`src/rtl/status_reg_pkg.sv`:
```
// rtl/status_reg_pkg.sv - shared flag indices, flag-op encodings and update-mask bit order
package status_reg_pkg;

    // Bit positions of the flags within the P byte
    localparam int P_N = 7;
    localparam int P_V = 6;
    localparam int P_B = 4;
    localparam int P_D = 3;
    localparam int P_I = 2;
    localparam int P_Z = 1;
    localparam int P_C = 0;

    // Bit positions inside upd_mask, which is ordered {N,V,Z,C}
    localparam int UPD_N = 3;
    localparam int UPD_V = 2;
    localparam int UPD_Z = 1;
    localparam int UPD_C = 0;

    // Explicit flag instructions; the control decoder uses the same codes
    typedef enum logic [2:0] {
        FOP_CLC = 3'd0,
        FOP_SEC = 3'd1,
        FOP_CLI = 3'd2,
        FOP_SEI = 3'd3,
        FOP_CLV = 3'd4,
        FOP_CLD = 3'd5,
        FOP_SED = 3'd6,
        FOP_NOP = 3'd7
    } flag_op_e;

endpackage

```
`src/rtl/status_reg.sv`:
```
// rtl/status_reg.sv - 6502 processor status register with delayed interrupt mask
//
// Ports:
//   clk, rst                      clock, synchronous active-high reset
//   alu_n/v/z/c                   ALU flag results
//   upd_en, upd_mask[3:0]         apply ALU flags, per-flag select {N,V,Z,C}
//   flag_en, flag_op[2:0]         explicit set/clear flag instruction
//   load_p, rti, db_in[7:0]       load P from stack byte (PLP, or RTI when rti=1)
//   int_entry                     interrupt/BRK entry, forces I=1
//   push_b                        B bit inserted into p_push
//   instr_done                    instruction boundary strobe
//   p_push[7:0]                   byte pushed to the stack
//   c_out, d_out                  stored C and D
//   irq_mask                      I as seen by interrupt arbitration
module status_reg
    import status_reg_pkg::*;
#(
    parameter logic [7:0] P_RST = 8'h24
) (
    input  logic       clk,
    input  logic       rst,
    input  logic       alu_n,
    input  logic       alu_v,
    input  logic       alu_z,
    input  logic       alu_c,
    input  logic       upd_en,
    input  logic [3:0] upd_mask,
    input  logic       flag_en,
    input  logic [2:0] flag_op,
    input  logic       load_p,
    input  logic       rti,
    input  logic [7:0] db_in,
    input  logic       int_entry,
    input  logic       push_b,
    input  logic       instr_done,
    output logic [7:0] p_push,
    output logic       c_out,
    output logic       d_out,
    output logic       irq_mask
);

    logic n_q, v_q, d_q, i_q, z_q, c_q;
    logic n_d, v_d, d_d, i_d, z_d, c_d;
    logic irq_mask_q, irq_mask_d;

    flag_op_e op;
    assign op = flag_op_e'(flag_op);

    // Bits 5 and 4 of a pulled byte have no storage behind them
    logic unused_db_bits;
    assign unused_db_bits = ^db_in[5:4];

    // N, V, Z, C: load, then explicit op, then masked ALU update.
    // Each flag resolves independently so an op on C does not block
    // ALU updates of the other three.
    always_comb begin
        n_d = n_q;
        v_d = v_q;
        z_d = z_q;
        c_d = c_q;
        if (load_p) begin
            n_d = db_in[P_N];
            v_d = db_in[P_V];
            z_d = db_in[P_Z];
            c_d = db_in[P_C];
        end else begin
            if (upd_en && upd_mask[UPD_N]) begin
                n_d = alu_n;
            end

            if (flag_en && op == FOP_CLV) begin
                v_d = 1'b0;
            end else if (upd_en && upd_mask[UPD_V]) begin
                v_d = alu_v;
            end

            if (upd_en && upd_mask[UPD_Z]) begin
                z_d = alu_z;
            end

            if (flag_en && (op == FOP_CLC || op == FOP_SEC)) begin
                c_d = (op == FOP_SEC);
            end else if (upd_en && upd_mask[UPD_C]) begin
                c_d = alu_c;
            end
        end
    end

    // D and I: load, then interrupt entry (I only), then explicit op
    always_comb begin
        d_d = d_q;
        i_d = i_q;
        if (load_p) begin
            d_d = db_in[P_D];
            i_d = db_in[P_I];
        end else begin
            if (int_entry) begin
                i_d = 1'b1;
            end else if (flag_en && (op == FOP_CLI || op == FOP_SEI)) begin
                i_d = (op == FOP_SEI);
            end

            if (flag_en && (op == FOP_CLD || op == FOP_SED)) begin
                d_d = (op == FOP_SED);
            end
        end
    end

    // The arbitration mask trails I by one instruction boundary, except for
    // RTI and interrupt entry which must take effect immediately.
    always_comb begin
        irq_mask_d = irq_mask_q;
        if (load_p && rti) begin
            irq_mask_d = db_in[P_I];
        end else if (int_entry) begin
            irq_mask_d = 1'b1;
        end else if (instr_done) begin
            irq_mask_d = i_q;
        end
    end

    always_ff @(posedge clk) begin
        if (rst) begin
            n_q <= P_RST[P_N];
            v_q <= P_RST[P_V];
            d_q <= P_RST[P_D];
            i_q <= P_RST[P_I];
            z_q <= P_RST[P_Z];
            c_q <= P_RST[P_C];
        end else begin
            n_q <= n_d;
            v_q <= v_d;
            d_q <= d_d;
            i_q <= i_d;
            z_q <= z_d;
            c_q <= c_d;
        end
    end

    always_ff @(posedge clk) begin
        if (rst) begin
            irq_mask_q <= P_RST[P_I];
        end else begin
            irq_mask_q <= irq_mask_d;
        end
    end

    assign p_push   = {n_q, v_q, 1'b1, push_b, d_q, i_q, z_q, c_q};
    assign c_out    = c_q;
    assign d_out    = d_q;
    assign irq_mask = irq_mask_q;

endmodule
```
`config.mk`:
```
export PLATFORM = sky130hd
export DESIGN_NAME = status_reg
export DESIGN_NICKNAME = d
export VERILOG_FILES = /design/src/rtl/status_reg_pkg.sv /design/src/rtl/status_reg.sv
export SDC_FILE = /design/constraint.sdc
export NUM_CORES = 1
export LEC_CHECK = 0
export CAP_MARGIN = 20
export CORE_MARGIN = 2
export CORE_UTILIZATION = 31
export CTS_CLUSTER_DIAMETER = 40
export DETAILED_ROUTE_END_ITERATION = 8
export PLACE_DENSITY = 0.78
export SLEW_MARGIN = 0
export SYNTH_ARGS = -nofsm -noshare
export SYNTH_HDL_FRONTEND = slang
export SYNTH_SLANG_ARGS = --single-unit
export TNS_END_PERCENT = 30
```
`constraint.sdc`:
```
create_clock -name clk -period 1.3 [get_ports clk]
set_input_delay 0.195 -clock clk [delete_from_list [all_inputs] [get_ports clk]]
set_output_delay 0.195 -clock clk [all_outputs]
set_load 0.005 [all_outputs]
```
# Word level (Yosys, flattened, before mapping)

Index checks and enable logic that the tools add are counted.

Register bits: 7
Input port bits: 28
Logic and storage cells: 51

Eq/ne operators: 6
Mux-type cells: 18
Reductions and logical operators: 20

Operators with widths:

| kind                 | count |
|---|---|
| $mux W1              | 18 |
| $reduce_bool A3 Y1   | 4 |
| $eq A3 B3 Y1 const B | 3 |
| $logic_and A1 B1 Y1  | 9 |
| $eq A3 B2 Y1 const B | 2 |
| $reduce_bool A2 Y1   | 3 |
| $eq A3 B1 Y1 const B | 1 |
| $logic_not A3 Y1     | 1 |
| $logic_or A1 B1 Y1   | 3 |

# Longest topological paths before layout

Depth in word-level cells: 6
Depth in mapped cells: 3
Gate-level depth less buffers: 3

# Least setup slack after synthesis

Ideal clock, no wire load.

Path type: input to register
From: input port flag_op[2]
To: register c_q (netlist: c_out)
Library setup time: 0.069 ns
Arrival: 0.979 ns
Data required time: 1.231 ns
Path slack: 0.252 ns
Stages: 3
Path buffers: 0
Path through: or3b_1 a221o_1 o21ai_1

Cells in the longest elaborated chain, start to end: 5
Elaborated cells on any way between the ends: 7
Those cells by class: eq/ne (1); mux (2); reduce/logical (4)

RTL lines:

| element                                                 | line                               | RTL |
|---|---|---|
| start: declaration                                      | status_reg.sv:29                   | `input logic [2:0] flag_op,` |
| $eq A3 B1 Y1 / $logic_not A3 Y1 (equally long branches) | status_reg.sv:81, status_reg.sv:82 |  |
| $logic_or A1 B1 Y1                                      | status_reg.sv:81                   | `if (flag_en && (op == FOP_CLC \|\| op == FOP_SEC)) begin` |
| $logic_and A1 B1 Y1                                     | status_reg.sv:81                   |  |
| $mux W1                                                 | status_reg.sv:81                   |  |
| $mux W1                                                 | status_reg.sv:61                   | `if (load_p) begin` |
| end signal: assignment                                  | status_reg.sv:129                  | `c_q <= P_RST[P_C];` |
| end: declaration                                        | status_reg.sv:42                   | `logic n_q, v_q, d_q, i_q, z_q, c_q;` |

Several ways; a longest one is shown, not always the timed one.
A chain may end at the register's enable or synchronous reset.

# Final worst setup path

From: register z_q
To: output port p_push[1]

RTL lines:

| element                  | line              | RTL |
|---|---|---|
| start: declaration       | status_reg.sv:42  |  |
| start signal: assignment | status_reg.sv:128 | `z_q <= P_RST[P_Z];` |
| start signal: assignment | status_reg.sv:135 | `z_q <= z_d;` |
| end: declaration         | status_reg.sv:36  | `output logic [7:0] p_push,` |

No word-level cell between the ends.

==> results.md <==
- Average wire per standard cell: 11.8 um
- Pre-Repair DR Iteration Count: 3
- Final weighted congestion in routability-driven placement: 0.674
- Type of the tightest min-delay check: in -> reg
- Top-level I/O count: 39
- Largest voltage drop on the vdd net: 0.000405 V
- Clock tree sinks: 7
- Maximum clock skew at final layout: 0.0000789 ns
- Total vias in the final route: 520
- Setup TNS Final: 0 ns
- Via count of the first global-routing pass: 471
- Met3 routed wirelength: 142 um
- Starting density of the core: 0.322
- Crit. End Element: output pin
- Post-layout min period: 1.26 ns
- DRC marker count from the first detailed-route iteration: 6
- List of most frequent post-synthesis cells: sky130_fd_sc_hd__buf_4 (8), sky130_fd_sc_hd__dfxtp_1 (7), sky130_fd_sc_hd__a21oi_1 (4), sky130_fd_sc_hd__nand3b_1 (4)
- Top layer in use: met3
- Result of the run: finished clean
- Placed cell count: 102
- Setup Crit Path Kind: reg -> out
- Die height: 42.9 um
- Pre-CTS setup slack: -0.246 ns
- Most frequent cell after synthesis: sky130_fd_sc_hd__buf_4
- Post-route worst setup slack: 0.0436 ns
- Total congestion overflow after global routing: 0
- Total standard cell area after synthesis: 468 um2
- Maximum capacitance violations: 0
- Routed via count divided by cell count: 4.91
- Instance count of the mapped netlist: 55
- Pin count of the biggest net entering global routing: 11
- Max Clk Rate: 0.796 GHz
- Leakage power: 0.447 nW
- Wire length reported by the detailed router: 1250 um
- Max-slew violation count: 0
- DRC: 0
- Core area: 1450 um2
- Final number of hold-violating endpoints: 0
- Number of distinct library cell variants in the gate-level netlist after synthesis: 26
- Endpoint required time on the critical path: 1.11 ns
- Unrepaired setup endpoints after global routing: false
- GRT Total Usage: 0.133
- Delay of the slowest cell on the worst path: 0.49 ns
- Residual antenna-violating net count after detailed routing: 0
- Highest-delay cell along the critical path: sky130_fd_sc_hd__clkdlybuf4s50_1
- Number of antenna violations at the first check in global routing: 0
- Clk Tree Root Cell: sky130_fd_sc_hd__clkbuf_4
- Power density normalized to cell area: 730 nW/um2
- Worst hold path cell count: 4
- Post-synthesis average cell area: 8.51 um2
- Cell Chain, Critical Path: clkdlybuf4s50_1
- Logic depth of the worst path, buffers included: 1
- Post-synthesis to final-layout area growth: 85.0%
- Post-cts hold buffer count: 0
- Most frequently used flop master after synthesis: sky130_fd_sc_hd__dfxtp_1
- Depth of the most critical reg-to-reg path: 3
- CTS tree: done
- Fin crit share: 0.966
- Post-route insts no fill: 106
- Metal-1 WL: 512 um
- Final HPWL DP: 987 um
- Dominant cell type by area after synthesis: sky130_fd_sc_hd__dfxtp_1
- Share of cells above drive strength 1: 0.178
- Largest buffer count on any clock path: 2
- Number of nets in the synthesized netlist: 83
- Kind of start point of the critical path: flip-flop
- Final layout net count: 119
- ANT cells: 0
- Floorplan die area: 1840 um2
- Detail Route met2 WL: 600 um
- Die outline width: 42.9 um
- Global-route wire length before repair: 1860 um
- Clk_lat worst skew: 0.25 ns
- Share of flip-flops with an asynchronous set or reset after synthesis: 0
- Number of flops mapped to enable cells by yosys: 0
- Yosys top cell area share: 0.299
- Number of flip-flops and latches in the synthesized netlist: 7
- Worst EP arrival: 1.06 ns
- CTS Buf Count: 3
- Clock Pin Slew Worst Setup and Hold Paths: 0.05 ns
- Buffers and inverters on the worst path: 1
- Maximum fanout count along the critical path: 2
- YS warnings: 0
- Total number of placement rows: 14
- Largest delay share family, worst path: buffers and inverters
- Setup Fix Bufs, Post-CTS: 0
- Final Power: 632 uW
- Area contributors post-synth: sky130_fd_sc_hd__dfxtp_1 (30%), sky130_fd_sc_hd__buf_4 (13%), sky130_fd_sc_hd__mux2i_1 (6.4%)
- CTS H-tree lvls: 1
- Port Buffers: 33
- Sequential-to-total area share from yosys stat: 0.299
- Total of endpoints with negative setup slack in the final report: 0
-- layout by cell type (no fill, tap or decap), types with 3 or more instances in the layout --
cell type	count
sky130_fd_sc_hd__clkbuf_4	3
sky130_fd_sc_hd__a21oi_1	4
sky130_fd_sc_hd__mux2i_1	3
sky130_fd_sc_hd__dfxtp_1	5
sky130_fd_sc_hd__nand3b_1	4
sky130_fd_sc_hd__nor3_1	3
sky130_fd_sc_hd__buf_4	8
sky130_fd_sc_hd__clkdlybuf4s50_1	22
sky130_fd_sc_hd__dlymetal6s2s_1	10
-- state kept, by name, summed over array words and instances, names as in the netlist --
signal,count
c_out,1
d_out,1
i_q,1
irq_mask,1
n_q,1
v_q,1
z_q,1
-- where the power goes --
part,internal [mW],switching [mW]
logic,0.133,0.0610
registers,0.231,0.00795
clock network,0.117,0.0816
total,0.482,0.151
-- cell families (layout without fill, tap and decap cells) --
kind of cell	after synthesis	count (layout)	synth area share
simple gates	17	17	0.241
other cells	1	1	0.00801
buf+inv	12	47	0.160
flops	7	7	0.299
mux	3	3	0.0642
compound gates	15	15	0.227
-- worst reg2reg max path: cells and delay by family (launching register included) --
kind	cells	cell delay (ns)
compound gates	2	0.27
simple gates	1	0.27
flops	1	0.34
-- final cells by class --
type	instances	area, um2
clock buffer	4	26.3
fill	123	588
inverter	2	7.51
multi-input combinational	36	255
sequential	7	143
tap	16	20.0
timing repair buffer	41	414
-- routing by layer --
metal	vias to the layer above	GRT usage
li1	267	-
met1	231	0.147
met2	22	0.218
met3	0	0.0596
met4	0	0.0563
met5	-	0
-- what timing repair did --
| action | 4_1_cts | 5_1_grt |
|---|---|---|
| gates resized for setup | 3 | 11 |
| pin swaps | 0 | 3 |
| endpoints found under the hold margin | 0 | 0 |
| endpoints found under the setup margin | 5 | 8 |
-- through the flow --
step / instance area, um2 / utilization / hold slack (ns)
after detailed placement: 811 / 0.558 / 0.390
after CTS: 838 / 0.577 / 0.390
after floorplan: 468 / - / 0.331
final: 866 / 0.596 / 0.376
after global routing: 866 / 0.596 / 0.390
after global placement: 811 / 0.558 / 0.390
-- worst paths after layout --
kind	startpoint	endpoint	slack, ns
min	flag_op[2]	c_out$_SDFFE_PP0P_	0.38
max reg2reg	d_out$_SDFFE_PP0P_	d_out$_SDFFE_PP0P_	0.31
min reg2reg	c_out$_SDFFE_PP0P_	c_out$_SDFFE_PP0P_	0.50
max	z_q$_SDFFE_PP0P_	p_push[1]	0.04
(Power assumes the default switching activity.)
